==> src/rtl/ddr_request_arbiter_if.sv <==
// rtl/ddr_request_arbiter_if.sv - requester and DDR command handshake bundle for ddr_request_arbiter
interface ddr_request_arbiter_if #(
  parameter int ADDR_W = 24,
  parameter int DATA_W = 32
);
  // display read requester
  logic              rd_req;
  logic [ADDR_W-1:0] rd_addr;
  logic              rd_gnt;
  logic              rd_done;
  // pixel write requester
  logic              wr_req;
  logic [ADDR_W-1:0] wr_addr;
  logic [DATA_W-1:0] wr_data;
  logic              wr_gnt;
  logic              wr_done;
  // DDR command engine port
  logic              cmd_valid;
  logic              cmd_ready;
  logic [1:0]        cmd_op;
  logic [ADDR_W-1:0] cmd_addr;
  logic [DATA_W-1:0] cmd_wdata;
  logic              cmd_done;

  // arbiter side
  modport master (
    input  rd_req, rd_addr, wr_req, wr_addr, wr_data, cmd_ready, cmd_done,
    output rd_gnt, rd_done, wr_gnt, wr_done, cmd_valid, cmd_op, cmd_addr, cmd_wdata
  );

  // requesters and DDR engine side
  modport slave (
    output rd_req, rd_addr, wr_req, wr_addr, wr_data, cmd_ready, cmd_done,
    input  rd_gnt, rd_done, wr_gnt, wr_done, cmd_valid, cmd_op, cmd_addr, cmd_wdata
  );
endinterface

==> src/rtl/ddr_request_arbiter.sv <==
// rtl/ddr_request_arbiter.sv - DDR command port arbiter (read/write/refresh); optional DDR_ARB_STARVE_GUARD_EN
module ddr_request_arbiter #(
  parameter int ADDR_W         = 24,
  parameter int DATA_W         = 32,
  parameter int REFRESH_CYCLES = 1040,
  parameter int MAX_PEND       = 8,
  parameter int STARVE_LIMIT   = 16
) (
  input  logic                   clk133_p_i,
  input  logic                   rst_i,
  input  logic                   init_done_i,
  ddr_request_arbiter_if.master  bus_if,
  output logic [3:0]             ref_pend_o
);

  localparam int                TMR_W      = $clog2(REFRESH_CYCLES);
  localparam logic [TMR_W-1:0]  TMR_RELOAD = TMR_W'(REFRESH_CYCLES - 1);
  localparam logic [3:0]        PEND_MAX   = 4'(MAX_PEND);
  localparam logic [1:0]        OP_RD      = 2'b00;
  localparam logic [1:0]        OP_WR      = 2'b01;
  localparam logic [1:0]        OP_REF     = 2'b10;

  typedef enum logic [1:0] {
    S_WAIT_INIT,
    S_IDLE,
    S_ISSUE,
    S_WAIT_DONE
  } state_t;

  state_t            state_q, state_d;
  logic [1:0]        op_q, op_d;
  logic [ADDR_W-1:0] addr_q, addr_d;
  logic [DATA_W-1:0] wdata_q, wdata_d;
  logic [TMR_W-1:0]  timer_q, timer_d;
  logic [3:0]        pend_q, pend_d;

  logic ref_tick;
  logic ref_done;
  logic accept;
  logic finish;
  logic rd_gnt_w;
  logic wr_gnt_w;
  logic force_wr;

  // handshake events; gated by rst so nothing pulses in the reset cycle
  assign accept   = (state_q == S_ISSUE) && bus_if.cmd_ready && !rst_i;
  assign finish   = (state_q == S_WAIT_DONE) && bus_if.cmd_done && !rst_i;
  assign rd_gnt_w = accept && (op_q == OP_RD);
  assign wr_gnt_w = accept && (op_q == OP_WR);
  assign ref_tick = init_done_i && (timer_q == '0);
  assign ref_done = finish && (op_q == OP_REF);

`ifdef DDR_ARB_STARVE_GUARD_EN
  localparam int               SC_W   = $clog2(STARVE_LIMIT + 1);
  localparam logic [SC_W-1:0]  SC_MAX = SC_W'(STARVE_LIMIT);

  logic [SC_W-1:0] starve_q, starve_d;

  // count consecutive read grants made while a write is waiting
  always_comb begin
    starve_d = starve_q;
    if (!bus_if.wr_req || wr_gnt_w) begin
      starve_d = '0;
    end else if (rd_gnt_w && (starve_q != SC_MAX)) begin
      starve_d = starve_q + 1'b1;
    end
  end

  // starvation counter register
  always_ff @(posedge clk133_p_i) begin
    if (rst_i) starve_q <= '0;
    else       starve_q <= starve_d;
  end

  assign force_wr = (starve_q == SC_MAX);
`else
  // never true: reads always outrank writes
  assign force_wr = (STARVE_LIMIT < 0);
`endif

  // refresh timer: counts down only while the DDR is initialised
  always_comb begin
    timer_d = timer_q;
    if (init_done_i) begin
      timer_d = (timer_q == '0) ? TMR_RELOAD : timer_q - 1'b1;
    end
  end

  // refresh debt: saturating add on tick, subtract on completed refresh, hold if both
  always_comb begin
    pend_d = pend_q;
    case ({ref_tick, ref_done})
      2'b10:   if (pend_q < PEND_MAX) pend_d = pend_q + 4'd1;
      2'b01:   if (pend_q != 4'd0)    pend_d = pend_q - 4'd1;
      default: pend_d = pend_q;
    endcase
  end

  // arbitration FSM: select in IDLE, hold the latched command until accepted
  always_comb begin
    state_d = state_q;
    op_d    = op_q;
    addr_d  = addr_q;
    wdata_d = wdata_q;
    case (state_q)
      S_WAIT_INIT: begin
        if (init_done_i) state_d = S_IDLE;
      end
      S_IDLE: begin
        if (!init_done_i) begin
          state_d = S_WAIT_INIT;
        end else if (pend_q == PEND_MAX) begin
          state_d = S_ISSUE;
          op_d    = OP_REF;
          addr_d  = '0;
          wdata_d = '0;
        end else if (bus_if.wr_req && force_wr) begin
          state_d = S_ISSUE;
          op_d    = OP_WR;
          addr_d  = bus_if.wr_addr;
          wdata_d = bus_if.wr_data;
        end else if (bus_if.rd_req) begin
          state_d = S_ISSUE;
          op_d    = OP_RD;
          addr_d  = bus_if.rd_addr;
          wdata_d = '0;
        end else if (bus_if.wr_req) begin
          state_d = S_ISSUE;
          op_d    = OP_WR;
          addr_d  = bus_if.wr_addr;
          wdata_d = bus_if.wr_data;
        end else if (pend_q != 4'd0) begin
          state_d = S_ISSUE;
          op_d    = OP_REF;
          addr_d  = '0;
          wdata_d = '0;
        end
      end
      S_ISSUE: begin
        if (bus_if.cmd_ready) state_d = S_WAIT_DONE;
      end
      S_WAIT_DONE: begin
        if (bus_if.cmd_done) state_d = init_done_i ? S_IDLE : S_WAIT_INIT;
      end
      default: state_d = S_WAIT_INIT;
    endcase
  end

  // state, latched command, timer and debt registers
  always_ff @(posedge clk133_p_i) begin
    if (rst_i) begin
      state_q <= S_WAIT_INIT;
      op_q    <= OP_RD;
      addr_q  <= '0;
      wdata_q <= '0;
      timer_q <= TMR_RELOAD;
      pend_q  <= 4'd0;
    end else begin
      state_q <= state_d;
      op_q    <= op_d;
      addr_q  <= addr_d;
      wdata_q <= wdata_d;
      timer_q <= timer_d;
      pend_q  <= pend_d;
    end
  end

  assign bus_if.cmd_valid = (state_q == S_ISSUE);
  assign bus_if.cmd_op    = op_q;
  assign bus_if.cmd_addr  = addr_q;
  assign bus_if.cmd_wdata = wdata_q;
  assign bus_if.rd_gnt    = rd_gnt_w;
  assign bus_if.wr_gnt    = wr_gnt_w;
  assign bus_if.rd_done   = finish && (op_q == OP_RD);
  assign bus_if.wr_done   = finish && (op_q == OP_WR);
  assign ref_pend_o       = pend_q;

endmodule

==> src/flat_wrapper.sv <==
// flat-port wrapper written by rule: the top's interface ports become plain ports
module ddr_request_arbiter_flat 
#(
  parameter int ADDR_W         = 24,
  parameter int DATA_W         = 32,
  parameter int REFRESH_CYCLES = 1040,
  parameter int MAX_PEND       = 8,
  parameter int STARVE_LIMIT   = 16
)
  (clk133_p_i, rst_i, init_done_i, ref_pend_o, bus_if_rd_req, bus_if_rd_addr, bus_if_wr_req, bus_if_wr_addr, bus_if_wr_data, bus_if_cmd_ready, bus_if_cmd_done, bus_if_rd_gnt, bus_if_rd_done, bus_if_wr_gnt, bus_if_wr_done, bus_if_cmd_valid, bus_if_cmd_op, bus_if_cmd_addr, bus_if_cmd_wdata);
  ddr_request_arbiter_if #(.ADDR_W(ADDR_W), .DATA_W(DATA_W)) bus_if_i ();
  input  logic clk133_p_i;
  input  logic rst_i;
  input  logic init_done_i;
  output logic [3:0] ref_pend_o;
  input wire logic [$bits(bus_if_i.rd_req)-1:0] bus_if_rd_req;
  input wire logic [$bits(bus_if_i.rd_addr)-1:0] bus_if_rd_addr;
  input wire logic [$bits(bus_if_i.wr_req)-1:0] bus_if_wr_req;
  input wire logic [$bits(bus_if_i.wr_addr)-1:0] bus_if_wr_addr;
  input wire logic [$bits(bus_if_i.wr_data)-1:0] bus_if_wr_data;
  input wire logic [$bits(bus_if_i.cmd_ready)-1:0] bus_if_cmd_ready;
  input wire logic [$bits(bus_if_i.cmd_done)-1:0] bus_if_cmd_done;
  output wire logic [$bits(bus_if_i.rd_gnt)-1:0] bus_if_rd_gnt;
  output wire logic [$bits(bus_if_i.rd_done)-1:0] bus_if_rd_done;
  output wire logic [$bits(bus_if_i.wr_gnt)-1:0] bus_if_wr_gnt;
  output wire logic [$bits(bus_if_i.wr_done)-1:0] bus_if_wr_done;
  output wire logic [$bits(bus_if_i.cmd_valid)-1:0] bus_if_cmd_valid;
  output wire logic [$bits(bus_if_i.cmd_op)-1:0] bus_if_cmd_op;
  output wire logic [$bits(bus_if_i.cmd_addr)-1:0] bus_if_cmd_addr;
  output wire logic [$bits(bus_if_i.cmd_wdata)-1:0] bus_if_cmd_wdata;
  assign bus_if_i.rd_req = bus_if_rd_req;
  assign bus_if_i.rd_addr = bus_if_rd_addr;
  assign bus_if_i.wr_req = bus_if_wr_req;
  assign bus_if_i.wr_addr = bus_if_wr_addr;
  assign bus_if_i.wr_data = bus_if_wr_data;
  assign bus_if_i.cmd_ready = bus_if_cmd_ready;
  assign bus_if_i.cmd_done = bus_if_cmd_done;
  assign bus_if_rd_gnt = bus_if_i.rd_gnt;
  assign bus_if_rd_done = bus_if_i.rd_done;
  assign bus_if_wr_gnt = bus_if_i.wr_gnt;
  assign bus_if_wr_done = bus_if_i.wr_done;
  assign bus_if_cmd_valid = bus_if_i.cmd_valid;
  assign bus_if_cmd_op = bus_if_i.cmd_op;
  assign bus_if_cmd_addr = bus_if_i.cmd_addr;
  assign bus_if_cmd_wdata = bus_if_i.cmd_wdata;
  ddr_request_arbiter #(.ADDR_W(ADDR_W), .DATA_W(DATA_W), .REFRESH_CYCLES(REFRESH_CYCLES), .MAX_PEND(MAX_PEND), .STARVE_LIMIT(STARVE_LIMIT)) u_core (.clk133_p_i(clk133_p_i), .rst_i(rst_i), .init_done_i(init_done_i), .bus_if(bus_if_i), .ref_pend_o(ref_pend_o));
endmodule
==> config.mk <==
export PLATFORM = sky130hd
export DESIGN_NAME = ddr_request_arbiter_flat
export DESIGN_NICKNAME = d
export VERILOG_FILES = /design/src/rtl/ddr_request_arbiter_if.sv /design/src/rtl/ddr_request_arbiter.sv /design/src/flat_wrapper.sv
export SDC_FILE = /design/constraint.sdc
export NUM_CORES = 1
export LEC_CHECK = 0
export CAP_MARGIN = 25
export CORE_MARGIN = 10
export CORE_UTILIZATION = 45
export CTS_BUF_LIST = sky130_fd_sc_hd__clkbuf_4 sky130_fd_sc_hd__clkbuf_8
export DETAILED_ROUTE_END_ITERATION = 10
export PLACE_DENSITY = 0.89
export SLEW_MARGIN = 20
export SYNTH_ARGS = -nofsm -noshare
export SYNTH_HDL_FRONTEND = slang
export SYNTH_SLANG_ARGS = --single-unit
==> constraint.sdc <==
create_clock -name clk133_p_i -period 6.1 [get_ports clk133_p_i]
set_input_delay 0.61 -clock clk133_p_i [delete_from_list [all_inputs] [get_ports clk133_p_i]]
set_output_delay 0.61 -clock clk133_p_i [all_outputs]
set_load 0.005 [all_outputs]
Yosys cells after proc, flatten, opt, wreduce, memory -nomap -nowiden
Cells that the tools add are included.
Word-level totals
  register bits after elaboration: 75
  bits in latches: 0
  RAM bits: 0
  bits in read-only memories: 0
  input bits: 87
  output and inout bits: 67
  logic and storage cells: 69
  memories: 0
Operators by class
  $add $sub $neg: 3
  multiply operators: 0
  divide/modulo/power cells: 0
  magnitude comparators: 1
  equality and inequality tests: 14
  shift operators: 0
  muxes and demuxes: 25
  bitwise logic cells: 0
  reduce and logical (&&, ||, !) cells: 20
Operator list (number)
  two-way mux 32 bit: 4
  two-way mux 24 bit: 4
  two-way mux 2 bit: 11
  zero test 11 bit: 1
  two-way mux 11 bit: 1
  subtractor 11 x 1 -> 11 bit, second input constant: 1
  logical AND 1 bit: 10
  == test 2 bit, second input constant: 4
  two-way mux 4 bit: 2
  case mux 2 bit (4 select lines): 1
  case mux 4 bit (2 select lines): 1
  nonzero test 4 bit: 2
  == test 2 x 1 -> 1 bit, second input constant: 3
  != test 2 bit, second input constant: 3
  != test 6 x 4 -> 1 bit, second input constant: 1
  AND reduction 3 bit: 2
  adder 4 x 1 -> 4 bit, second input constant: 1
  == test 4 bit, second input constant: 1
  zero test 2 bit: 2
  < comparator 4 bit, second input constant: 1
  != test 2 x 1 -> 1 bit, second input constant: 2
  AND reduction 4 bit: 1
  subtractor 4 x 1 -> 4 bit, second input constant: 1
  nonzero test 2 bit: 1
  2 further kinds: 2

Longest topological paths before layout
  word-level depth: 7
  mapped depth: 12
  mapped depth without buffers: 11

Least setup slack after synthesis
Ideal clock, no wire load.
  path kind: input to register
  from: in init_done_i
  to: reg u_core.pend_q[2] (netlist: u_core.ref_pend_o[2])
  setup time: 0.123 ns
  data arrival time: 2.346 ns
  data required time: 5.977 ns
  setup slack: 3.631 ns
  cell stages on the path: 11
  path buffers: 2
  cell sequence: buf_2 nor4bb_1 and3_1 buf_4 nor2_1 xor2_1 ha_1 nor2_1 nor4bb_1 mux2i_1 mux2_1
On the way
  cells in the longest elaborated chain, start to end: 4
  elaborated cells on any way between the ends: 8
  classes of those cells: eq/ne (4); mux (1); reduce/logical (3)
Ends and longest elaborated chain
  from (decl): RTL line flat_wrapper.sv:14  | input logic init_done_i;
  logical AND 1 bit (*): RTL line ddr_request_arbiter.sv:50  | assign ref_tick = init_done_i && (timer_q == '0);
  == test 2 x 1 -> 1 bit / == test 2 bit (equally long branches): RTL line ddr_request_arbiter.sv:92  | case ({ref_tick, ref_done})
  != test 2 x 1 -> 1 bit (no source line) / nonzero test 2 bit (equally long branches)
  AND reduction 3 bit (no source line)
  to (signal assigned): RTL line ddr_request_arbiter.sv:164  | pend_q <= pend_d;
  to (decl): RTL line ddr_request_arbiter.sv:35  | logic [3:0] pend_q, pend_d;
Every way passes the cells marked *; elsewhere a longest branch is shown, timed or not.
A chain may end at the register's enable or synchronous reset.

Final worst setup path
Same ends and word-level chain as after synthesis.

==> results_dict.tcl <==
set metrics [dict create \
    placement.setup.worst_slack_ps 2790 \
    die_height_um 103 \
    seq_area_frac_synth_pct 48.9 \
    swShare_pct 24.6 \
    gp_congestion 0.863 \
    netlist.area_leader.share_pct 48.9 \
    route.detailed.vias_per_inst 5.48 \
    totalNegativeSetupSlack_ps 0 \
    design.core.area_um2 6720 \
    clock_path_buffers 2 \
    synth_top_area_cell "sky130_fd_sc_hd__dfxtp_1" \
    synth-seq-cells 75 \
    timing.critical_path.from_type "input pin" \
    post_cts_setup_repair_bufs 0 \
    timing_hold_violations_final 0 \
    fp.dieW_um 103 \
    design.die.area_um2 10500 \
    drc 0 \
    worst_ir_drop_vdd_mv 0.136 \
    drive_above_1_share_pct 6.88 \
    leakage_power_of_the_design_nw 1.75 \
    layout.nets 551 \
    cp_data_arrival_time_ps 3260 \
    io_count 154 \
    seq_power_share_pct 53.0 \
    postCtsHoldBufs 0 \
    power.clock.fraction_pct 34.7 \
    mappedNetlistArea_um2 3070 \
    ys_types 43 \
    first_pass_iteration_count_of_the_detailed_router 8 \
    syn_inst 320 \
    setup-violations-final 0 \
    synth_async_sr_flop_share_pct 0 \
    top_reg_cell_synth "sky130_fd_sc_hd__dfxtp_1" \
    clock-skew-final_ps 12.0 \
    period_needed_ps 3040 \
    combPwrFrac_pct 12.3 \
    maxSlewViolCount 0 \
    status "finished, final reports clean" \
    relSlewSlack_pct 52.5 \
    first_global_vias 3042 \
    route.antenna.remaining_nets 0 \
    critical_path_class "in -> reg" \
    cp_slowest_stage_delay_ps 680 \
    rsz0062_at_grt "no" \
    finalHoldWorstSlack_ps 509 \
    numCtsBuffers 9 \
    syn_avg_cell_area_um2 9.59 \
    class_of_the_tightest_hold_or_removal_check "reg -> reg" \
    num_antenna_cells 0 \
    mappedNetlistNets 410 \
    cp_max_fo 9 \
    wl_per_cell_um 18.0 \
    clockRootBuffer "sky130_fd_sc_hd__clkbuf_8" \
    clkTransAtPathRegs_ps 80 \
    cts.sink_count 75 \
    postRouteWirelength_um 9830 \
    vias_after_detailed_routing 2986 \
    drt-met1-wl_um 3490 \
    number_of_enable_flip_flop_cells_after_synthesis 0 \
    setup_ws_ps 3060 \
    overflow 0 \
    min_period_over_period_pct 49.8 \
    detailedRoute.firstIterationViolations 202 \
    num-fill-cells 520 \
    dr_wl_met3_um 1000 \
    post_cts_resize_count 0 \
    grt_antenna_before_repair 0 \
    fmax_mhz 329 \
    timing.critical_path.slowest_stage_cell "sky130_fd_sc_hd__clkdlybuf4s50_1" \
    cp_cell_sequence "clkdlybuf4s50_1 -> nor4bb_1 -> and3_1 -> nor2_1 -> xor2_1 -> ha_1 -> nor2_1 -> nor4bb_1 -> mux2i_1 -> mux2_1" \
    grt_start_max_net_pins 73 \
    total_power_divided_by_cell_area_nw_per_um2 202 \
    ys.warnings.count 0 \
    yosys-top-cells-area "sky130_fd_sc_hd__dfxtp_1 49%, sky130_fd_sc_hd__nor2_1 9.3%, sky130_fd_sc_hd__a222oi_1 7.8%" \
    cap_violations 0 \
    std_cell_rows 30 \
    total_grt_usage_pct 18.4 \
    tritoncts "yes" \
    worstMarginPinSlew_ps 712 \
    path_buf_inv 1 \
    cp_top_family "simple AND/OR/NAND/NOR gates" \
    dp_hpwl_um 7260 \
    place.port_buffers 153 \
    initial_core_util_pct 45.7 \
    flow.area_growth_from_synthesis_pct 54.6 \
    timing.critical_path.to_type "flip-flop" \
    top_layer_used "met4" \
    grt_pass1_wl_um 15300 \
    wl_met2_um 5260 \
    internal_power_w 0.000722 \
    worstSkewPairLatency_ps 340 \
    cp_data_required_time_ps 6320 \
    power_switching_w 0.000236 \
    ctsHtreeMaxLevel 3 \
]
-- cell usage in the layout, fill, tap and decap left out, types with 4 or more instances in the layout --
cell type / n
sky130_fd_sc_hd__clkbuf_8: 9
sky130_fd_sc_hd__nand3_1: 4
sky130_fd_sc_hd__dfxtp_1: 75
sky130_fd_sc_hd__a22oi_1: 32
sky130_fd_sc_hd__clkdlybuf4s50_1: 152
sky130_fd_sc_hd__nor2_1: 76
sky130_fd_sc_hd__nor2b_1: 4
sky130_fd_sc_hd__buf_4: 4
sky130_fd_sc_hd__a222oi_1: 24
sky130_fd_sc_hd__a21oi_1: 5
sky130_fd_sc_hd__inv_1: 4
sky130_fd_sc_hd__nand2_1: 17
sky130_fd_sc_hd__xor2_1: 6
-- kinds of logic after synthesis --
family                     after synthesis  synth area share (%)
buffers and inverters                   31                  5.54
xor gates and xnor gates                 9                  2.57
adders and majority gates                3                  1.22
and+or+nand+nor                        127                  20.8
muxes                                    5                  2.00
DFF                                     75                  48.9
AOI/OAI and AO/OA                       70                  19.0
-- worst paths after layout --
path	cells past startpoint	startpoint	end	slack, ps
min	2	u_core.timer_q[5]	u_core.timer_q[5]	510
max	10	init_done_i	u_core.ref_pend_o[2]	3060
max reg2reg	11	u_core.timer_q[0]	u_core.ref_pend_o[2]	3440
min reg2reg	2	u_core.timer_q[5]	u_core.timer_q[5]	510
-- tightest hold or removal path, stage by stage, from the launching register on --
cell                      delay [ps]
sky130_fd_sc_hd__dfxtp_1         340
sky130_fd_sc_hd__nand2_1          60
sky130_fd_sc_hd__a21oi_1          60
-- metal layers --
layer  track usage, %  vias to the layer above
met1             18.6                     1413
met2             33.2                      110
met5                0                        -
met4             4.34                        0
met3             8.65                        8
li1                 -                     1455
-- Yosys cell counts (2+ instances only) --
master,instances
sky130_fd_sc_hd__nor2_1,76
sky130_fd_sc_hd__dfxtp_1,75
sky130_fd_sc_hd__a22oi_1,32
sky130_fd_sc_hd__a222oi_1,24
sky130_fd_sc_hd__nand2_1,17
sky130_fd_sc_hd__clkbuf_1,11
sky130_fd_sc_hd__buf_2,7
sky130_fd_sc_hd__buf_4,6
sky130_fd_sc_hd__xor2_1,6
sky130_fd_sc_hd__a21oi_1,5
sky130_fd_sc_hd__inv_1,4
sky130_fd_sc_hd__nand3_1,4
sky130_fd_sc_hd__nor2b_1,4
sky130_fd_sc_hd__buf_6,3
sky130_fd_sc_hd__ha_1,3
sky130_fd_sc_hd__nor3_1,3
sky130_fd_sc_hd__nor4_1,3
sky130_fd_sc_hd__nor4b_2,3
sky130_fd_sc_hd__o21ai_0,3
sky130_fd_sc_hd__xnor2_1,3
sky130_fd_sc_hd__mux2_4,2
sky130_fd_sc_hd__mux2i_1,2
sky130_fd_sc_hd__nand2b_1,2
sky130_fd_sc_hd__nand3b_1,2
sky130_fd_sc_hd__nor4bb_1,2
-- per-stage QoR --
step	instance area, um2	instances	utilization, %	power (W)
finish	4750	545	70.6	0.000958
global route	4750	545	70.6	0.000999
CTS	4750	545	70.6	0.000967
detailed placement	4580	530	68.2	0.000637
global placement	4580	530	68.2	0.000634
floorplan	3070	320	-	0.000558
-- registers in the layout (all words and copies together) (netlist names), named ones only --
| signal | cells |
|---|---|
| u_core.bus_if.cmd_addr | 24 |
| u_core.bus_if.cmd_op | 2 |
| u_core.bus_if.cmd_wdata | 32 |
| u_core.ref_pend_o | 4 |
| u_core.state_q | 1 |
| u_core.timer_q | 11 |
-- area by class of cell --
class	count	area, um2	area share (%)
Clock inverter	6	42.5	0.896
Sequential cell	75	1500	31.6
Clock buffer	9	124	2.61
Multi-Input combinational cell	214	1410	29.6
Tap cell	80	100	2.11
Timing Repair Buffer	157	1560	32.8
Inverter	4	15.0	0.316
-- power by group through the flow --
stage / Combinational (W) / Clock (W) / Sequential [W]
2_1_floorplan: 0.0000406 / 0 / 0.000517
3_3_place_gp: 0.000116 / 0 / 0.000518
3_5_place_dp: 0.000119 / 0 / 0.000518
4_1_cts: 0.000119 / 0.000340 / 0.000507
5_1_grt: 0.000127 / 0.000363 / 0.000509
6_report: 0.000118 / 0.000332 / 0.000507
(Power assumes the default switching activity.)
